===== src/rtl/tt_sweep_ctrl_if.sv =====
// Signal bundle between a sweep controller and its host / unit under exercise.
// The host drives start and the unit's output; the controller returns vector and results.
interface tt_sweep_ctrl_if;
    logic        start;
    logic        f_in;
    logic [3:0]  x;
    logic        busy;
    logic        done;
    logic [15:0] tt;
    logic [4:0]  ones_cnt;

    modport master (output start, output f_in,
                    input  x, input busy, input done, input tt, input ones_cnt);
    modport slave  (input  start, input f_in,
                    output x, output busy, output done, output tt, output ones_cnt);
endinterface


===== src/rtl/tt_sweep_ctrl.sv =====
// Drives all 16 vectors of a 4-input combinational unit, holds each SETTLE cycles,
// and captures the sampled output into a truth table with a population count.
module tt_sweep_ctrl #(
    parameter int SETTLE = 2
) (
    input  logic            clk,
    input  logic            rst,
    tt_sweep_ctrl_if.slave  bus
);
    localparam int CNT_W = (SETTLE > 1) ? $clog2(SETTLE) : 1;
    localparam logic [CNT_W-1:0] LAST = CNT_W'(SETTLE - 1);

    if (SETTLE < 1 || SETTLE > 255) begin : g_bad_settle
        $error("tt_sweep_ctrl: SETTLE must be in 1..255");
    end

    typedef enum logic [1:0] {IDLE, SWEEP, DONE} state_t;

    state_t           state_q, state_d;
    logic [3:0]       x_q, x_d;
    logic [CNT_W-1:0] cnt_q, cnt_d;
    logic [15:0]      tt_q, tt_d;
    logic [4:0]       ones_q, ones_d;
    logic             busy_q, busy_d;
    logic             done_q, done_d;
    logic             sample;

    assign sample = (state_q == SWEEP) && (cnt_q == LAST);

    always_ff @(posedge clk or posedge rst) begin
        if (rst) begin
            state_q <= IDLE;
            x_q     <= '0;
            cnt_q   <= '0;
            tt_q    <= '0;
            ones_q  <= '0;
            busy_q  <= 1'b0;
            done_q  <= 1'b0;
        end else begin
            state_q <= state_d;
            x_q     <= x_d;
            cnt_q   <= cnt_d;
            tt_q    <= tt_d;
            ones_q  <= ones_d;
            busy_q  <= busy_d;
            done_q  <= done_d;
        end
    end

    always_comb begin
        state_d = state_q;
        case (state_q)
            IDLE:    if (bus.start) state_d = SWEEP;
            SWEEP:   if (sample && x_q == 4'd15) state_d = DONE;
            DONE:    state_d = IDLE;
            default: state_d = IDLE;
        endcase
    end

    // All outputs are registered: this block only computes their next values.
    always_comb begin
        x_d    = x_q;
        cnt_d  = cnt_q;
        tt_d   = tt_q;
        ones_d = ones_q;
        busy_d = busy_q;
        done_d = 1'b0;
        case (state_q)
            IDLE: begin
                if (bus.start) begin
                    x_d    = '0;
                    cnt_d  = '0;
                    tt_d   = '0;
                    ones_d = '0;
                    busy_d = 1'b1;
                end
            end
            SWEEP: begin
                if (sample) begin
                    tt_d[x_q] = bus.f_in;
                    ones_d    = ones_q + {4'd0, bus.f_in};
                    cnt_d     = '0;
                    if (x_q == 4'd15) begin
                        x_d    = '0;
                        busy_d = 1'b0;
                        done_d = 1'b1;
                    end else begin
                        x_d = x_q + 4'd1;
                    end
                end else begin
                    cnt_d = cnt_q + CNT_W'(1);
                end
            end
            default: ;
        endcase
    end

    assign bus.x        = x_q;
    assign bus.busy     = busy_q;
    assign bus.done     = done_q;
    assign bus.tt       = tt_q;
    assign bus.ones_cnt = ones_q;
endmodule


===== src/flat_wrapper.sv =====
// flat-port wrapper written by rule: the top's interface ports become plain ports
module tt_sweep_ctrl_flat 
#(
    parameter int SETTLE = 2
)
  (clk, rst, bus_start, bus_f_in, bus_x, bus_busy, bus_done, bus_tt, bus_ones_cnt);
  tt_sweep_ctrl_if bus_i ();
  input  logic clk;
  input  logic rst;
  input wire logic [$bits(bus_i.start)-1:0] bus_start;
  input wire logic [$bits(bus_i.f_in)-1:0] bus_f_in;
  output wire logic [$bits(bus_i.x)-1:0] bus_x;
  output wire logic [$bits(bus_i.busy)-1:0] bus_busy;
  output wire logic [$bits(bus_i.done)-1:0] bus_done;
  output wire logic [$bits(bus_i.tt)-1:0] bus_tt;
  output wire logic [$bits(bus_i.ones_cnt)-1:0] bus_ones_cnt;
  assign bus_i.start = bus_start;
  assign bus_i.f_in = bus_f_in;
  assign bus_x = bus_i.x;
  assign bus_busy = bus_i.busy;
  assign bus_done = bus_i.done;
  assign bus_tt = bus_i.tt;
  assign bus_ones_cnt = bus_i.ones_cnt;
  tt_sweep_ctrl #(.SETTLE(SETTLE)) u_core (.clk(clk), .rst(rst), .bus(bus_i));
endmodule

===== config.mk =====
export PLATFORM = sky130hd
export DESIGN_NAME = tt_sweep_ctrl_flat
export DESIGN_NICKNAME = d
export VERILOG_FILES = /design/src/rtl/tt_sweep_ctrl_if.sv /design/src/rtl/tt_sweep_ctrl.sv /design/src/flat_wrapper.sv
export SDC_FILE = /design/constraint.sdc
export NUM_CORES = 1
export LEC_CHECK = 0
export BUFFER_PORTS_ARGS = -buffer_cell sky130_fd_sc_hd__buf_2
export CAP_MARGIN = 15
export CORE_AREA = 2 2 61 63
export CTS_CLUSTER_DIAMETER = 100
export DETAILED_ROUTE_END_ITERATION = 8
export DIE_AREA = 0 0 63 65
export PLACE_DENSITY = 0.81
export RECOVER_POWER = 100
export SLEW_MARGIN = 20
export SYNTH_ARGS = -nofsm -noshare
export SYNTH_HDL_FRONTEND = slang
export SYNTH_SLANG_ARGS = --single-unit

===== constraint.sdc =====
create_clock -name clk -period 1.6 [get_ports clk]
set_input_delay 0.32 -clock clk [delete_from_list [all_inputs] [get_ports clk]]
set_output_delay 0.32 -clock clk [all_outputs]
set_load 0.01 [all_outputs]

Yosys cells after proc, flatten, opt, wreduce, memory -nomap -nowiden
Cells that the tools add are included.
{"block": "op_classes", "reduce_logical": 9, "magnitude_cmp": 2, "n_eq_ne": 6, "addsub": 3, "mux": 26}
{"cell": "2-to-1 mux 16 bit", "n": 2}
{"cell": "one-hot mux 16 bit (2 select lines)", "n": 1}
{"cell": "bitwise mux 16 bit", "n": 1}
{"cell": "2-to-1 mux 4 bit", "n": 3}
{"cell": "2-to-1 mux 5 bit", "n": 2}
{"cell": "one-hot mux 5 bit (2 select lines)", "n": 1}
{"cell": "2-to-1 mux 1 bit", "n": 9}
{"cell": "one-hot mux 4 bit (2 select lines)", "n": 1}
{"cell": "inequality test 2 bit (second input constant)", "n": 3}
{"cell": "adder 5 x 1 -> 5 bit", "n": 1}
{"cell": "less-than comparator 4 x 5 -> 1 bit (second input constant)", "n": 1}
{"cell": "adder 4 x 1 -> 4 bit (second input constant)", "n": 1}
{"cell": "demux 1 bit (select 4 bit)", "n": 1}
{"cell": "equality test 4 bit (second input constant)", "n": 1}
{"cell": ">= comparator 4 x 1 -> 1 bit (second input constant)", "n": 1}
{"cell": "2-to-1 mux 2 bit", "n": 2}
{"cell": "one-hot mux 1 bit (2 select lines)", "n": 2}
{"cell": "one-hot mux 2 bit (2 select lines)", "n": 1}
{"cell": "AND reduction 2 bit", "n": 2}
{"cell": "AND reduction 4 bit", "n": 1}
{"cell": "logical AND 1 bit", "n": 3}
{"cell": "AND reduction 3 bit", "n": 1}
{"cell": "equality test 2 x 1 -> 1 bit (second input constant)", "n": 1}
{"cell": "logical NOT 2 bit", "n": 1}
{"cell": "other kinds (3)", "n": 3}
{"block": "totals", "register_bits": 30, "in_bits": 4}

Depth between registers and ports, before layout
Gate-level depths: netlist of the first run.
{"block": "logic_depth", "depth_word": 7, "mapped_depth": 6, "depth_no_buf": 5}

Least setup slack after synthesis of the first run
No wires, ideal clock.
{"block": "synth_timing", "kind": "register -> register", "start": "register u_core.x_q[0], in the netlist u_core.bus.x[0]", "end": "register u_core.tt_q[2], in the netlist u_core.bus.tt[2]", "stages_incl_launch_ff": 6, "required_time_ps": 1468, "t_arrival_ps": 1532, "setup_slack_ps": -64, "synth_period_minus_slack_ps": 1664, "path_buffers": 0, "setup_ps": 132, "path_cell_list": "dfrtp_1 -> inv_1 -> ha_1 -> or3b_2 -> a211oi_1 -> o22ai_1"}
{"block": "synth_between", "elab_chain_len": 7}
{"element": "start: declaration", "line_no": "tt_sweep_ctrl.sv:20", "text": "logic [3:0] x_q, x_d;"}
{"element": "start signal: assignment", "line_no": "tt_sweep_ctrl.sv:33", "text": "x_q <= '0;"}
{"element": "start signal: assignment", "line_no": "tt_sweep_ctrl.sv:41", "text": "x_q <= x_d;"}
{"element": "less-than comparator 4 x 5 -> 1 bit (not written as such) or >= comparator 4 x 1 -> 1 bit (tied branches)", "line_no": "tt_sweep_ctrl.sv:80", "text": "tt_d[x_q] = bus.f_in;"}
{"element": "logical AND 1 bit (not written as such)", "line_no": "tt_sweep_ctrl.sv:80"}
{"element": "2-to-1 mux 1 bit (not written as such)", "line_no": "tt_sweep_ctrl.sv:80"}
{"element": "demux 1 bit (select 4 bit) *"}
{"element": "bitwise mux 16 bit *", "line_no": "tt_sweep_ctrl.sv:80"}
{"element": "2-to-1 mux 16 bit *", "line_no": "tt_sweep_ctrl.sv:79", "text": "if (sample) begin"}
{"element": "one-hot mux 16 bit (2 select lines) *", "line_no": "tt_sweep_ctrl.sv:68", "text": "case (state_q)"}
{"element": "end signal: assignment", "line_no": "tt_sweep_ctrl.sv:43", "text": "tt_q <= tt_d;"}
{"element": "end: declaration", "line_no": "tt_sweep_ctrl.sv:22", "text": "logic [15:0] tt_q, tt_d;"}
Every way passes the cells marked *; elsewhere a longest branch is shown, timed or not. The select of a mux whose other input is x is not followed.
A chain may end at the register's enable or synchronous reset.

Worst setup path after layout of the first run
{"block": "layout_timing", "start": "register u_core.x_q[1], in the netlist u_core.bus.x[1]", "end": "register u_core.tt_q[3], in the netlist u_core.bus.tt[3]"}
Same word-level chain as after synthesis.

==> results of run 1 <==
per-layer routing:
layer	wire length (um)	up-vias	global-route usage
li1	-	658	-
met1	1454	624	0.2062
met2	1646	44	0.3125
met3	208	7	0.03472
met4	41	0	0.08611
met5	0	-	0
worst register-to-register path, stage by stage (launching register included):
cell,delay [ns]
dfrtp_2,0.41
buf_4,0.14
ha_1,0.16
or3b_1,0.37
a211oi_1,0.25
o22ai_1,0.11
worst min path at each step:
stage               from                      to  slack (ns)  depth (start not counted)
floorplan            rst         u_core.bus.busy        0.41                          1
global placement     rst  u_core.bus.ones_cnt[1]        0.41                          3
detailed placement   rst  u_core.bus.ones_cnt[1]        0.41                          3
CTS                  rst         u_core.bus.x[2]        0.04                          3
global route         rst       u_core.bus.tt[12]        0.26                          3
finish               rst         u_core.bus.x[3]        0.15                          3
state kept, by name, indices dropped and copies added, names as in the netlist:
register,count
u_core.bus.busy,1
u_core.bus.ones_cnt,5
u_core.bus.tt,16
u_core.cnt_q,1
u_core.bus.done,1
u_core.bus.x,4
u_core.state_q,2
metrics by stage:
step | setup TNS, ns | std cells | hold WS, ns
3_5_place_dp | -0.01120 | 243 | 0.4073
5_1_grt | 0 | 251 | 0.2571
2_1_floorplan | -0.01424 | 163 | 0.4107
4_1_cts | 0 | 251 | 0.03552
6_report | 0 | 251 | 0.1537
3_3_place_gp | 0 | 243 | 0.4057
placed cells by master (no fill, tap or decap), types with 2 or more instances in the layout:
master | netlist | final
clkbuf_1 | 3 | 26
nand2_1 | 13 | 13
inv_2 | 0 | 2
a211oi_2 | 1 | 3
a211oi_1 | 14 | 12
buf_2 | 5 | 4
or3b_1 | 3 | 4
buf_4 | 1 | 13
inv_1 | 19 | 17
nand3b_1 | 8 | 8
clkinv_2 | 0 | 2
clkbuf_4 | 0 | 6
o21ai_0 | 9 | 9
ha_1 | 6 | 4
nand3_1 | 6 | 6
mux2i_1 | 5 | 5
dfrtp_2 | 0 | 2
nor2_1 | 3 | 3
o22ai_1 | 15 | 15
nand4_1 | 5 | 5
dfrtp_1 | 30 | 28
ha_2 | 0 | 2
repair_timing:
| action | in CTS | in global routing |
|---|---|---|
| pin swaps | 0 | 1 |
| gates resized for setup | 2 | 2 |
| setup endpoints to repair | 1 | 1 |
| gates cloned | 0 | 0 |
| endpoints found under the hold margin | 0 | 0 |
report_power, final:
group	internal (uW)	switching, uW	leakage, uW	total (uW)
Clock	323	271	0.0000450	594
Combinational	663	921	0.000400	1580
Sequential	1030	213	0.000387	1240
Total	2020	1410	0.000832	3420
layout make-up:
| cell class | count | area (um^2) | area share |
|---|---|---|---|
| inverter | 19 | 71.32 | 0.03757 |
| clock inverter | 3 | 40.04 | 0.02109 |
| sequential | 30 | 753.2 | 0.3968 |
| timing repair buffer | 45 | 227.7 | 0.1200 |
| clock buffer | 5 | 37.54 | 0.01978 |
| multi-input combinational | 101 | 708.2 | 0.3731 |
| tap | 48 | 60.06 | 0.03164 |
kinds of logic after synthesis:
family / share of synthesized area
simple gates: 0.1649
compound gates: 0.1813
buf+inv: 0.1000
flops: 0.4688
mux: 0.03828
fa+ha+maj: 0.04687
==> metrics.txt, run 1 <==
CP top delay family flip-flops; status finished clean; area leader, netlist dfrtp_1; max cap viols 0; CP endpoint u_core.bus.tt[3]; FF-to-FF Start u_core.bus.x[1]; Post-synth EDFFs 0; sequential share of the synthesized area 0.4688; largest cells by area after synthesis dfrtp_1, a211oi_1, o22ai_1; RSZ-0062 raised after global routing false; die width 63 um; critical path depth in cells 5; Avg Inst Size Synth approximately 9.8 um^2; Setup violations, final 0; pin count of the biggest net entering global routing 31; fill count 354; Core ar. 0.003496 mm^2; Post-Syn Instances 163; fmax 648.8 MHz; layout cells sized above 1 0.1970; Starting Density 0.4581; Unique masters post-synth 30; TritonCTS clock tree done; Commonest cells post-synth dfrtp_1, inv_1, o22ai_1; CP Buf/Inv Count 1; crit path DAT 1.75 ns; Final Slew Violations 0; asr flop ratio synth 1.000; H-tree depth 2; maximum clock path buffer count 2; critical path, cell by cell buf_4, ha_1, or3b_1, a211oi_1, o22ai_1; DP Wirelength 2371 um; Seq cells post-synth 30; Worst setup EP type flop; CTS Sinks 30; Final Hold Vio Count 0; number of global-route vias before repair 1279; Cell Rows 22; clock root buffer clkbuf_4; Max stage delay on crit path 0.41 ns; # Post-CTS Setup Buffers 0; Hold Buf Count CTS 0; syn nets between 150 and 200; synthesis-to-layout area growth 18.52%; post-route worst setup slack 0.05860 ns; Design Power 3422 uW; mapped cell area between 0.0015 and 0.002 mm^2; crit path max fanout 5; clock period minus worst slack 1.541 ns; Least-Margin Pin Slew between 0.7 and 0.8 ns; Post-Place Setup Slack -0.01120 ns; vias post-DR 1333; Post-Route WL 3351 um; Starting DRT DRC Count 48; Synth Flop Type dfrtp_1; share of the synthesized area in the top cell type 0.4688; antenna violations before repair 0; DRC 0; mean routed wirelength per cell 13.35 um; die area ~0.0041 mm^2; clock latency on the worst-skew pair 0.34 ns; Clock transition at path regs 0.11 ns; max_slew headroom 0.5246; ant diodes 0; DRT Pass-1 Iters 4; R2R Path End u_core.bus.tt[3]; Buffers on Ports 30; final instance area 0.001898 mm^2; YS warnings 0; Worst R2R Path Depth 5; clock skew 0.01429 ns; CP startpoint u_core.bus.x[1]; routability cong. 0.7641; Total GRT Usage 0.1773; worst setup path class flop to flop; Pleak approximately 0.00083 uW; Antenna Violating Nets Remaining 0; Area after DPL 0.001848 mm^2; Avg Vias per Cell 5.311; most common cell in the synthesized netlist dfrtp_1; grt total ovfl 0; io pins 31; maximum vdd drop between 1 and 1.5 mV; Worst R2R Setup Slack 0.06 ns; Layout Nets 212; Crit-path slowest cell dfrtp_2; Die Y 65 um; Req. time, crit path 1.81 ns; Num CTS Buffers 5; power per cell area 1803 mW/mm^2; first-pass GRT wire length around 5700 um; startpoint types flop; final core utilization 0.5429; final period utilization 0.9634; hold crit path type input pin to async pin
Note: power is estimated with default switching activity, not from simulation.
==> inputs of run 2 (changes only) <==
CORE_AREA = 2 2 67 69   (was 2 2 61 63)
CTS_BUF_LIST = sky130_fd_sc_hd__clkbuf_2   (was unset)
DIE_AREA = 0 0 69 71   (was 0 0 63 65)
PLACE_DENSITY = 0.7   (was 0.81)
==> run 2 against run 1 <==
  * Sequential power hardly changed
  * Count of clock-buffer cells in the layout increased by 1
  * Routed wire length increased by 5.4%
  * Critical endpoint is now bus_x[0]
  * Largest cell class unchanged
  * Largest power group unchanged
==> metrics.txt, run 2 (synthesis gave the netlist of run 1 again) <==
clock period minus worst slack 1.545 ns (was 1.541 ns); CP Buf/Inv Count 3 (was 1); Pleak 0.0008394 uW (was 0.0008316 uW); FF+latch area 753.2 um^2 (unchanged); clock root buffer clkbuf_2 (was clkbuf_4); Antenna Violating Nets Remaining 0 (unchanged); Total GRT Usage 0.1555 (was 0.1773); vias post-DR 1321 (was 1333); number of global-route vias before repair 1306 (was 1279); status finished clean (unchanged); DRC 0 (unchanged); Core ar. 0.004204 mm^2 (was 0.003496 mm^2); CTS Sinks 30 (unchanged); Setup violations, final 0 (unchanged); Final Hold Vio Count 0 (unchanged); grt total ovfl 0 (unchanged); hold crit path type input pin to flop (was input pin to async pin); Crit-path slowest cell dfrtp_2 (unchanged); placed insts 248 (was 243); Num CTS Buffers 5 (unchanged); Final Slew Violations 0 (unchanged); crit path DAT 1.22 ns (was 1.75 ns); CP most frequent cell buf_4; layout cells sized above 1 0.2019 (was 0.1970); antenna violations before repair 0 (unchanged); DP Wirelength 2473 um (was 2371 um); startpoint types flop (unchanged); Layout Nets 217 (was 212); Post-Route WL 3532 um (was 3351 um); most frequent cells in the layout dfrtp_1, clkbuf_1, inv_1, buf_4, o22ai_1 (was dfrtp_1, clkbuf_1, inv_1, o22ai_1); maximum clock path buffer count 2 (unchanged); Starting DRT DRC Count 66 (was 48); die width 69 um (was 63 um); Buffers on Ports 30 (unchanged); final period utilization 0.9654 (was 0.9634); Largest register FFs 16 (unchanged); synthesis-to-layout area growth 18.36% (was 18.52%); max_slew headroom 0.4934 (was 0.5246); die area 0.004899 mm^2 (was 0.004095 mm^2); Least-Margin Pin Slew 0.7599 ns (was 0.7131 ns); Worst setup EP type output pin (was flop); Starting Density 0.3810 (was 0.4581); Final Non-Filler Cells 260 (was 251); DRT Pass-1 Iters 4 (unchanged); mean routed wirelength per cell 13.58 um (was 13.35 um); ant diodes 0 (unchanged); maximum vdd drop 0.8512 mV (was 1.067 mV); first-pass GRT wire length 6134 um (was 5678 um); Avg Vias per Cell 5.081 (was 5.311); CP top delay family flip-flops (unchanged); clock skew 0.01264 ns (was 0.01429 ns); H-tree depth 2 (unchanged); pin count of the biggest net entering global routing 31 (unchanged); RSZ-0062 raised after global routing false (unchanged); worst setup path class flop to output pin (was flop to flop); Max stage delay on crit path 0.45 ns (was 0.41 ns); Die Y 71 um (was 65 um); TritonCTS clock tree done (unchanged); Cell Rows 24 (was 22); routability cong. 0.8098 (was 0.7641); footprint of the multi-input gates 705.7 um^2 (was 708.2 um^2); final core utilization 0.4509 (was 0.5429); fmax 647.4 MHz (was 648.8 MHz); max cap viols 0 (unchanged); most common cell after layout, fill and taps aside dfrtp_1 (unchanged); critical path, cell by cell buf_4, buf_4, buf_2 (was buf_4, ha_1, or3b_1, a211oi_1, o22ai_1); io pins 31 (unchanged); clock latency on the worst-skew pair 0.38 ns (was 0.34 ns); power per cell area 1723 mW/mm^2 (was 1803 mW/mm^2); crit path max fanout 4 (was 5); Req. time, crit path 1.28 ns (was 1.81 ns); fill count 432 (was 354); Clock transition at path regs 0.15 ns (was 0.11 ns)
## run 2: cell count changes in the layout (fill, tap and decap cells not counted), sizes merged
cell,delta
buf,+3
clkbuf,+2
bufinv,-1
dlygate4sd3,+1
## run 2: cell type report
class                   instances  share of cell area
repair buffers                 50              0.1380
flip-flops and latches         30              0.3974
multi-input cells             101              0.3723
clock inverters                 2            0.004620
clock buffers                   6             0.01584
well taps                      52             0.03432
inverters                      19             0.03762
## run 2: stage by stage
stage                     instance area (um^2)  TNS [ns]  setup WS (ns)  hold WS, ns  power, uW
after floorplan                           1614  -0.01424       -0.01424       0.4107       2331
after global placement                    1861         0        0.02919       0.4099       2858
after detailed placement                  1861  -0.01359       -0.01145       0.4180       2904
after CTS                                 1924         0       0.002559       0.2896       3323
after global routing                      1896         0       0.005914       0.2967       3548
final                                     1896         0        0.05533       0.3071       3266
## run 2: repair_timing
action	4_1_cts	5_1_grt
gates resized for setup	0	5
cloned	0	0
setup buffers	2	1
pin swaps	0	2
endpoints found under the hold margin	27	0
setup endpoints to repair	1	4
hold buffers	1	0
## run 2: power breakdown
part	switching (uW)	total (uW)	internal, uW	leakage (uW)
Sequential	222	1250	1030	0.000387
Combinational	918	1640	721	0.000422
Clock	271	378	107	0.0000304
Total	1410	3270	1860	0.000839
## run 2: layer usage
metal	GRT usage	vias to the layer above	part of all wire
li1	-	671	-
met1	0.1987	616	0.47
met2	0.2500	29	0.47
met3	0.04701	5	0.047
met4	0.05882	0	0.014
met5	0	-	0
## run 2: tightest hold or removal path: stages
cell     delay, ns
buf_2         0.11
buf_4         0.13
inv_1         0.04
mux2i_1       0.05
## run 2: final timing paths
check / endpoint / slack, ns / depth (start not counted) / from
worst max-delay path: bus_x[0] / 0.06 / 3 / u_core.bus.x[0]
worst min-delay path: u_core.bus.tt[14] / 0.31 / 4 / bus_f_in
worst max register to register: u_core.bus.ones_cnt[2] / 0.07 / 5 / u_core.bus.ones_cnt[0]
worst min register to register: u_core.bus.ones_cnt[4] / 0.49 / 1 / u_core.bus.ones_cnt[4]
max in group asynchronous: u_core.bus.x[0] / 0.40 / 4 / rst
min in group asynchronous: u_core.bus.tt[1] / 0.67 / 4 / rst
==> inputs of run 3 (changes only) <==
CELL_PAD_IN_SITES_DETAIL_PLACEMENT = 1   (was unset)
CELL_PAD_IN_SITES_GLOBAL_PLACEMENT = 1   (was unset)
CORE_AREA = 2 2 68 70   (was 2 2 67 69)
DIE_AREA = 0 0 70 72   (was 0 0 69 71)
PLACE_DENSITY = 0.83   (was 0.7)
==> run 3 against run 2 <==
  * Setup slack got worse by 0.0031 ns
  * Power is 6.5% higher
  * First-iteration DRC count down 21%
  * Via count is 3.6% higher
  * Hold slack got worse by 0.081 ns
  * Routed wire length is 11% higher
  * Final cell count shrank 1.2%
  * Count of clock-buffer cells in the layout shrank 1
  * Critical path depth grew 2
  * Register-to-register slack worse by 0.02 ns
  * Non-clock buffer count decreased by 2
==> metrics.txt, run 3 (synthesis gave the netlist of run 1 again) <==
die width 70 um (was 69 um); Setup violations, final 0 (unchanged); synthesis-to-layout area growth 20.39% (was 18.36%); pin count of the biggest net entering global routing 31 (unchanged); vias post-DR 1369 (was 1321); Pleak 0.0008526 uW (was 0.0008394 uW); Final Non-Filler Cells 257 (was 260); Design Power 3477 uW (was 3266 uW); Clock transition at path regs 0.15 ns (about the same); Starting Density 0.3756 (was 0.3810); clock latency on the worst-skew pair 0.37 ns (was 0.38 ns); CTS Sinks 30 (unchanged); grt total ovfl 0 (unchanged); max_slew headroom 0.4939 (was 0.4934); Least-Margin Pin Slew 0.7591 ns (was 0.7599 ns); Post-Place Setup Slack -0.03775 ns (was -0.01145 ns); Num CTS Buffers 5 (unchanged); first-pass GRT wire length 6658 um (was 6134 um); Total GRT Usage 0.1669 (was 0.1555); WHS 0.2264 ns (was 0.3071 ns); Final TNS setup 0 ns (unchanged); most common cell after layout, fill and taps aside dfrtp_1 (unchanged); fmax 646.1 MHz (was 647.4 MHz); crit path DAT 1.79 ns (was 1.22 ns); antenna violations before repair 0 (unchanged); DP Wirelength 2794 um (was 2473 um); status finished clean (unchanged); most frequent cells in the layout dfrtp_1, clkbuf_1, inv_1, buf_4, o22ai_1 (unchanged); crit path max fanout 4 (unchanged); mean routed wirelength per cell 15.19 um (was 13.58 um); max cap viols 0 (unchanged); maximum vdd drop 0.6716 mV (was 0.8512 mV); routability cong. 0.7532 (was 0.8098); layout cells sized above 1 0.2439 (was 0.2019); Starting DRT DRC Count 52 (was 66); Largest register FFs 16 (unchanged); maximum clock path buffer count 2 (unchanged); final period utilization 0.9674 (was 0.9654); DRT Pass-1 Iters 4 (unchanged); io pins 31 (unchanged); Req. time, crit path 1.84 ns (was 1.28 ns); Cell Rows 24 (unchanged); clock skew 0.01903 ns (was 0.01264 ns); Layout Nets 215 (was 217); ant diodes 0 (unchanged); DRC 0 (unchanged); Antenna Violating Nets Remaining 0 (unchanged); startpoint types flop (unchanged); Avg Vias per Cell 5.327 (was 5.081); worst setup path class flop to flop (was flop to output pin); Die Y 72 um (was 71 um); Buffers on Ports 30 (unchanged); Post-Route WL 3905 um (was 3532 um); Worst setup EP type flop (was output pin); Final Slew Violations 0 (unchanged); TritonCTS clock tree done (unchanged); clock period minus worst slack 1.548 ns (was 1.545 ns); clock root buffer clkbuf_2 (unchanged); placed insts 247 (was 248); fill count 530 (was 432); power per cell area 1803 mW/mm^2 (was 1723 mW/mm^2); Core ar. 0.004264 mm^2 (was 0.004204 mm^2); die area 0.005040 mm^2 (was 0.004899 mm^2); number of global-route vias before repair 1344 (was 1306); post-route worst setup slack 0.05223 ns (was 0.05533 ns); hold crit path type input pin to flop (unchanged); H-tree depth 2 (unchanged); Final Hold Vio Count 0 (unchanged)
## run 3: cell count changes in the layout (fill, tap and decap cells not counted), moves of 2 or more
cell	change
clkbuf_1	-6
clkbuf_2	-2
buf_2	+5
ha_2	+3
ha_1	-3
## run 3: worst max-delay path: stages (launching register included)
cell and delay (ns):
dfrtp_2 0.42, buf_4 0.13, ha_1 0.15, or3b_1 0.38, a211oi_1 0.24, o22ai_1 0.11
## run 3: area by class of cell
cell class	count	area, um^2	area share
Tap cell	52	65.06	0.03374
Multi-Input combinational cell	101	719.4	0.3731
Sequential cell	30	754.5	0.3913
Inverter	19	71.32	0.03699
Clock buffer	5	25.02	0.01298
Timing Repair Buffer	48	259.0	0.1343
Clock inverter	2	33.78	0.01752
## run 3: metal layers
metal,global-route usage,wire [um],vias to the layer above
met3,0.03889,140,8
met1,0.2150,1827,669
met2,0.2751,1878,26
met4,0.06410,58,0
met5,0,0,-
li1,-,-,666
## run 3: power by group
group | total [uW] | internal (uW) | switching [uW]
registers | 1240 | 1030 | 213
clock network | 513 | 252 | 261
logic | 1720 | 759 | 963
## run 3: timing repair
item,in CTS,in global routing
setup buffers,1,1
endpoints found under the setup margin,2,5
hold buffers,1,0
gates resized for setup,3,5
endpoints found under the hold margin,13,0
pin swaps,1,2
## run 3: path summary, 6_finish.rpt
check | endpoint | slack [ns] | cells past startpoint | startpoint
min reg2reg | u_core.bus.ones_cnt[4] | 0.51 | 1 | u_core.bus.ones_cnt[4]
min in group asynchronous | u_core.bus.ones_cnt[0] | 0.69 | 4 | rst
max reg2reg | u_core.bus.tt[3] | 0.05 | 5 | u_core.bus.x[0]
min | u_core.bus.tt[14] | 0.23 | 3 | bus_f_in
max in group asynchronous | u_core.bus.x[0] | 0.39 | 4 | rst
max | u_core.bus.tt[3] | 0.05 | 5 | u_core.bus.x[0]
## run 3: stage by stage
stage          utilization  area [um^2]
2_1_floorplan            -         1614
3_3_place_gp        0.4346         1853
3_5_place_dp        0.4346         1853
4_1_cts             0.4548         1939
5_1_grt             0.4522         1928
6_report            0.4522         1928
